--- config.mk ---
export PLATFORM = sky130hd
export DESIGN_NAME = cdb_arbiter_flat
export DESIGN_NICKNAME = d
export VERILOG_FILES = /design/src/rtl/cdb_arbiter_if.sv /design/src/rtl/cdb_arbiter.sv /design/src/flat_wrapper.sv
export SDC_FILE = /design/constraint.sdc
export NUM_CORES = 1
export LEC_CHECK = 0
export CORE_ASPECT_RATIO = 0.6
export CORE_MARGIN = 3
export CORE_UTILIZATION = 40
export CTS_CLUSTER_DIAMETER = 80
export DETAILED_ROUTE_END_ITERATION = 12
export GPL_ROUTABILITY_DRIVEN = 1
export PLACE_DENSITY_LB_ADDON = 0.12
export SLEW_MARGIN = 5
export SYNTH_ARGS = -nofsm -noshare
export SYNTH_HDL_FRONTEND = slang
export SYNTH_SLANG_ARGS = --single-unit
export TNS_END_PERCENT = 1
--- constraint.sdc ---
create_clock -name clk -period 13.7 [get_ports clk]
set_input_delay 3.425 -clock clk [delete_from_list [all_inputs] [get_ports clk]]
set_output_delay 3.425 -clock clk [all_outputs]
set_load 0.1 [all_outputs]
--- src/rtl/cdb_arbiter_if.sv ---
//------------------------------------------------------------------------------
// Module : cdb_arbiter_pkg / cdb_arbiter_if
// Brief  : CDB result record type and the FU-to-CDB bus interface.
// Rev    : 1.0  initial release
//------------------------------------------------------------------------------
`default_nettype none

package cdb_arbiter_pkg;
    localparam int ROB_IDX_W = 6;
    localparam int PREG_W    = 7;
    localparam int AREG_W    = 5;
    localparam int DATA_W    = 32;

    typedef struct packed {
        logic [ROB_IDX_W-1:0] rob_idx;
        logic [PREG_W-1:0]    pd_s;
        logic [AREG_W-1:0]    rd_s;
        logic [DATA_W-1:0]    rd_v;
        logic                 valid;
    } cdb_t;
endpackage

interface cdb_arbiter_if #(
    parameter int NUM_FU = 3
);
    cdb_arbiter_pkg::cdb_t fu_cdb [NUM_FU];
    logic [NUM_FU-1:0]     fu_ready;
    cdb_arbiter_pkg::cdb_t cdb_out;
`ifdef CDB_ARB_PERF_EN
    logic [31:0]           perf_conflict_cnt;
    logic [31:0]           perf_full_cnt;

    modport master (output fu_cdb, input fu_ready, input cdb_out,
                    input perf_conflict_cnt, input perf_full_cnt);
    modport slave  (input fu_cdb, output fu_ready, output cdb_out,
                    output perf_conflict_cnt, output perf_full_cnt);
`else
    modport master (output fu_cdb, input fu_ready, input cdb_out);
    modport slave  (input fu_cdb, output fu_ready, output cdb_out);
`endif
endinterface

`default_nettype wire

--- src/rtl/cdb_arbiter.sv ---
//------------------------------------------------------------------------------
// Module : cdb_arbiter
// Brief  : Round-robin arbiter sharing one registered CDB among the FU result
//          queues. Optional perf counters enabled by CDB_ARB_PERF_EN.
// Rev    : 1.0  initial release
//------------------------------------------------------------------------------
`default_nettype none

module cdb_arbiter
    import cdb_arbiter_pkg::*;
#(
    parameter int NUM_FU = 3,
    parameter int QDEPTH = 2
) (
    input  logic         clk,
    input  logic         rst,
    input  logic         flush_i,
    cdb_arbiter_if.slave bus
);

    localparam int CNT_W = $clog2(QDEPTH + 1);
    localparam int PTR_W = (QDEPTH > 1) ? $clog2(QDEPTH) : 1;
    localparam int IDX_W = (NUM_FU > 1) ? $clog2(NUM_FU) : 1;
    localparam logic [CNT_W-1:0] DEPTH_C = CNT_W'(QDEPTH);

    function automatic logic [PTR_W-1:0] ptr_inc(input logic [PTR_W-1:0] p);
        return (p == PTR_W'(QDEPTH - 1)) ? '0 : p + PTR_W'(1);
    endfunction

    logic [NUM_FU-1:0] req;
    logic [NUM_FU-1:0] ready;
    cdb_t              head [NUM_FU];
    logic              grant_vld;
    logic [IDX_W-1:0]  grant_idx;
    logic [IDX_W-1:0]  rr_ptr_q;
    logic [IDX_W-1:0]  rr_ptr_d;
    cdb_t              cdb_out_q;

    //--------------------------------------------------------------------------
    // Per-FU result FIFOs with an empty-queue bypass
    //--------------------------------------------------------------------------
    for (genvar i = 0; i < NUM_FU; i++) begin : g_fu
        cdb_t             mem_q [QDEPTH];
        logic [CNT_W-1:0] count_q;
        logic [CNT_W-1:0] count_d;
        logic [PTR_W-1:0] rd_ptr_q;
        logic [PTR_W-1:0] rd_ptr_d;
        logic [PTR_W-1:0] wr_ptr_q;
        logic [PTR_W-1:0] wr_ptr_d;
        logic             granted;
        logic             push;

        assign granted  = grant_vld && (grant_idx == IDX_W'(i));
        assign req[i]   = (count_q != '0) || bus.fu_cdb[i].valid;
        assign head[i]  = (count_q != '0) ? mem_q[rd_ptr_q] : bus.fu_cdb[i];
        assign ready[i] = !rst && (count_q != DEPTH_C);

        always_comb begin
            count_d  = count_q;
            rd_ptr_d = rd_ptr_q;
            wr_ptr_d = wr_ptr_q;
            push     = 1'b0;
            if (granted && (count_q != '0)) begin
                rd_ptr_d = ptr_inc(rd_ptr_q);
                count_d  = count_d - CNT_W'(1);
            end
            // A granted bypass consumes the input directly; a full, ungranted
            // queue drops it and keeps its state.
            if (bus.fu_cdb[i].valid && !(granted && (count_q == '0)) &&
                (granted || (count_q != DEPTH_C))) begin
                push     = 1'b1;
                wr_ptr_d = ptr_inc(wr_ptr_q);
                count_d  = count_d + CNT_W'(1);
            end
        end

        always_ff @(posedge clk) begin
            if (rst || flush_i) begin
                count_q  <= '0;
                rd_ptr_q <= '0;
                wr_ptr_q <= '0;
            end else begin
                count_q  <= count_d;
                rd_ptr_q <= rd_ptr_d;
                wr_ptr_q <= wr_ptr_d;
            end
        end

        always_ff @(posedge clk) begin
            if (push && !rst && !flush_i) begin
                mem_q[wr_ptr_q] <= bus.fu_cdb[i];
            end
        end
    end

    //--------------------------------------------------------------------------
    // Round-robin grant, search starting at rr_ptr
    //--------------------------------------------------------------------------
    always_comb begin
        int               cand_i;
        logic [IDX_W-1:0] cand;
        grant_vld = 1'b0;
        grant_idx = '0;
        cand_i    = 0;
        cand      = '0;
        for (int k = 0; k < NUM_FU; k++) begin
            cand_i = int'(rr_ptr_q) + k;
            if (cand_i >= NUM_FU) begin
                cand_i = cand_i - NUM_FU;
            end
            cand = IDX_W'(cand_i);
            if (!grant_vld && req[cand]) begin
                grant_vld = 1'b1;
                grant_idx = cand;
            end
        end
    end

    always_comb begin
        rr_ptr_d = rr_ptr_q;
        if (grant_vld) begin
            rr_ptr_d = (grant_idx == IDX_W'(NUM_FU - 1)) ? '0 : grant_idx + IDX_W'(1);
        end
    end

    always_ff @(posedge clk) begin
        if (rst) begin
            rr_ptr_q  <= '0;
            cdb_out_q <= '0;
        end else if (flush_i) begin
            rr_ptr_q        <= '0;
            cdb_out_q.valid <= 1'b0;
        end else begin
            rr_ptr_q <= rr_ptr_d;
            if (grant_vld) begin
                cdb_out_q       <= head[grant_idx];
                cdb_out_q.valid <= 1'b1;
            end else begin
                cdb_out_q.valid <= 1'b0;
            end
        end
    end

    assign bus.cdb_out  = cdb_out_q;
    assign bus.fu_ready = ready;

`ifdef CDB_ARB_PERF_EN
    logic [31:0] perf_conflict_q;
    logic [31:0] perf_full_q;
    logic        multi_req;

    // Clearing the lowest set bit leaves something only if two or more are set.
    assign multi_req = |(req & (req - NUM_FU'(1)));

    always_ff @(posedge clk) begin
        if (rst) begin
            perf_conflict_q <= '0;
            perf_full_q     <= '0;
        end else begin
            if (!flush_i && multi_req && (perf_conflict_q != '1)) begin
                perf_conflict_q <= perf_conflict_q + 32'd1;
            end
            if (!(&ready) && (perf_full_q != '1)) begin
                perf_full_q <= perf_full_q + 32'd1;
            end
        end
    end

    assign bus.perf_conflict_cnt = perf_conflict_q;
    assign bus.perf_full_cnt     = perf_full_q;
`endif

endmodule

`default_nettype wire
--- src/flat_wrapper.sv ---
// flat-port wrapper written by rule: the top's interface ports become plain ports
module cdb_arbiter_flat import cdb_arbiter_pkg::*;
#(
    parameter int NUM_FU = 3,
    parameter int QDEPTH = 2
)
  (clk, rst, flush_i, bus_fu_cdb, bus_fu_ready, bus_cdb_out);
  cdb_arbiter_if #(.NUM_FU(NUM_FU)) bus_i ();
  input  logic clk;
  input  logic rst;
  input  logic flush_i;
  input wire logic [$bits(bus_i.fu_cdb)-1:0] bus_fu_cdb;
  output wire logic [$bits(bus_i.fu_ready)-1:0] bus_fu_ready;
  output wire logic [$bits(bus_i.cdb_out)-1:0] bus_cdb_out;
  assign bus_i.fu_cdb = {>>{bus_fu_cdb}};
  assign bus_fu_ready = bus_i.fu_ready;
  assign bus_cdb_out = bus_i.cdb_out;
  cdb_arbiter #(.NUM_FU(NUM_FU), .QDEPTH(QDEPTH)) u_core (.clk(clk), .rst(rst), .flush_i(flush_i), .bus(bus_i));
endmodule
==> results.yml <==
status:
  outcome: "finished clean"
power:
  irDropWorstVdd_v: 0.0000745
  leakage_nw: 6.03
  p_per_area_nw_per_um2: 148
placed_design:
  dpl.hpwl_mm: 25.0
  portBuffers: 209
  routabilityCongestion: 0.757
critical_path:
  r2r_slack_ns: 9.86
  start_kind: "input port"
  crit_required_ns: 10.27
  r2r_start: "u_core.g_fu[1].count_q[0]"
  critPathLaunch: "rst"
  crit_slowest_cell: "clkdlybuf4s50_1"
  path_max_fanout: 56
  r2r-end: "u_core.g_fu[2].mem_q[0][27]"
  path_class: "in2out"
  r2r_cells: 9
  critical-path-top-delay-family: "buffers and inverters"
  crit_buf_inv: 3
  arrival_ns: 5.22
  worstPathCellList: "buf_2, buf_4, nor2_1, clkdlybuf4s50_1"
  crit_path_max_incr_delay_ns: 1.15
  endpoint_kind: "output pin"
  cp.depth: 4
sta:
  hold_violations: 0
  tns_ns: 0
  period_minus_slack_ns: 8.65
  slew_violations: 0
  setup_viol: 0
  final.setup_skew_ns: 0.0129
  finalCritPeriodShare_pct: 63.1
  worst_pin_slew_ns: 1.10
  rsz0062_at_grt: "no"
  slew_headroom_pct: 26.5
  max_freq_mhz: 116
floorplan:
  die_x_um: 260
  start_util_pct: 40.8
  die_area_um2: 41100
  core_region_area_um2: 37800
  die_y_um: 158
  rows: 55
  boundaryPins: 210
clock_tree:
  cts_root_buf: "clkbuf_16"
  ctsHoldBuffers: 0
  cts_tree: "built"
  cts.sinks: 368
  clkTransAtPathRegs_ns: 0.06
  ctsLongestPathBuffers: 3
  h-tree-depth: 2
  cts_made_buffers: 37
  clk_latency_ns: 0.53
  cts.repair.resized: 0
  postCtsSetupRepairBufs: 0
finish:
  layout-drive-gt1-share_pct: 6.03
  syn_to_final_growth_pct: 24.5
  final_core_util_pct: 50.8
  final_cell_mix: "edfxtp_1, nor2_1, clkdlybuf4s50_1, a21oi_1, mux2i_1"
  final_common_cell: "edfxtp_1"
  nNetsFinal: 1579
logic_synthesis:
  yosysSeqAreaShare_pct: 67.2
  async_flop_share_pct: 0
  synth_edf_count: 300
  postSynthAreaPerCell_um2: 12.4
  synth_top_flop_cell: "edfxtp_1"
  synthCells: 1244
  ys_seq_elements: 368
  synth_fp_nets: 1408
  yosys.cell_types.count: 44
  yosys_warnings: 0
  synthesis.area_um2: 15400
hold_path:
  min_path_cells: 2
  worstHoldEndpoint: "u_core.g_fu[2].wr_ptr_q"
  hp-start: "u_core.g_fu[2].wr_ptr_q"
  hp-class: "reg2reg"
global_routing:
  grt_pass1_wl_mm: 62.2
  grt_max_degree: 101
  antenna_found_initial: 8
  overflow: 0
  track_usage_pct: 20.0
  grt_pass1_vias: 9876
routing:
  drt_wl_total_mm: 41.6
  firstDrtPassIters: 5
  route.vias.total: 10349
  vias_per_cell: 5.28
  drc: 0
  drt-initial-drc-count: 751
  post_drt_wl_per_cell_um: 21.2
  ant_nets: 0
run:
  maxCapViolCount: 0
==> how the worst max path moves through the flow <==
stage | end | slack [ns]
floorplan | u_core.g_fu[2].mem_q[0][10] | 5.17
global placement | bus_fu_ready[1] | 5.04
detailed placement | bus_fu_ready[1] | 5.04
CTS | bus_fu_ready[1] | 5.05
global route | bus_fu_ready[0] | 4.95
finish | bus_fu_ready[1] | 5.05
==> synthesized netlist by cell type (2+ instances only) <==
cell type | number | share of area [%]
and2_1 | 2 | 0.081
o221ai_1 | 2 | 0.11
nand2_1 | 5 | 0.12
nand2b_1 | 4 | 0.16
nor2b_1 | 2 | 0.081
nand3b_1 | 2 | 0.097
buf_1 | 23 | 0.56
mux2i_1 | 153 | 9.9
o22ai_1 | 100 | 4.1
dfxtp_1 | 68 | 8.8
nor3_1 | 9 | 0.29
ha_1 | 8 | 0.65
a21oi_1 | 159 | 5.2
or4_1 | 2 | 0.097
xnor2_1 | 7 | 0.40
o21ai_1 | 11 | 0.36
o21a_1 | 3 | 0.15
edfxtp_1 | 300 | 58
o21ai_0 | 47 | 1.5
nand3_1 | 4 | 0.13
nand4b_1 | 2 | 0.11
and3_1 | 4 | 0.16
or3_1 | 2 | 0.081
clkbuf_1 | 68 | 1.7
inv_1 | 14 | 0.34
nor2_1 | 225 | 5.5
==> metal layers <==
metal | vias up | routed length, um | GRT usage [%]
met5 | - | 80 | 0
met4 | 12 | 446 | 4.26
met3 | 48 | 2450 | 5.04
met2 | 256 | 17800 | 28.3
met1 | 5028 | 20800 | 30.7
li1 | 5005 | - | -
==> metrics by stage <==
stage | power, mW | setup WS [ns] | hold WS (ns) | instance area [um^2] | cells
final | 2.85 | 5.05 | 0.496 | 19200 | 1959
after floorplan | 1.68 | 5.17 | 0.452 | 15400 | 1244
after global placement | 1.87 | 5.04 | 0.477 | 18000 | 1889
after CTS | 2.87 | 5.05 | 0.496 | 19200 | 1956
after global routing | 2.97 | 4.95 | 0.530 | 19200 | 1958
after detailed placement | 1.88 | 5.04 | 0.488 | 18000 | 1889
==> power by group <==
| group | internal [mW] | leakage (nW) | switching, mW |
|---|---|---|---|
| sequential | 1.25 | 3.27 | 0.0293 |
| combinational | 0.179 | 2.19 | 0.392 |
| clock | 0.576 | 0.573 | 0.417 |
| total | 2.01 | 6.03 | 0.838 |
==> cell families (layout without fill, tap and decap cells) <==
logic type / after synthesis / in the layout / share of synthesized area [%]
and+or+nand+nor: 268 / 268 / 7.14
DFF: 368 / 368 / 67.2
adders and majority gates: 9 / 9 / 0.721
other: 0 / 3 / 0
xor gates and xnor gates: 8 / 8 / 0.454
AOI/OAI and AO/OA: 332 / 332 / 12.0
buffers and inverters: 106 / 305 / 2.59
muxes: 153 / 153 / 9.92
==> sequential cells by signal, indices dropped and copies added (netlist names), named ones only <==
name and count:
u_core.g_fu.mem_q 300, u_core.bus.cdb_out 51, u_core.g_fu.count_q 6, u_core.g_fu.rd_ptr_q 3
u_core.g_fu.wr_ptr_q 3, u_core.rr_ptr_q 2
==> worst reg2reg max path, cell delays in order, from the launching register on <==
cell	delay, ns
dfxtp_1	0.31
inv_1	0.15
ha_2	0.20
buf_4	0.62
or3b_2	0.53
a21oi_1	0.35
o21ba_2	0.27
o21ai_0	0.17
nor3_2	0.15
buf_4	0.68
==> area by class of cell <==
type | instances | area (um^2)
Multi-Input combinational cell | 770 | 4750
Tap cell | 513 | 642
Inverter | 14 | 52.6
Timing Repair Buffer | 224 | 2200
Clock buffer | 53 | 1060
Antenna cell | 3 | 7.51
Clock inverter | 14 | 119
Fill cell | 3289 | 18600
Sequential cell | 368 | 10400
Power figures use the tool's default switching activity.
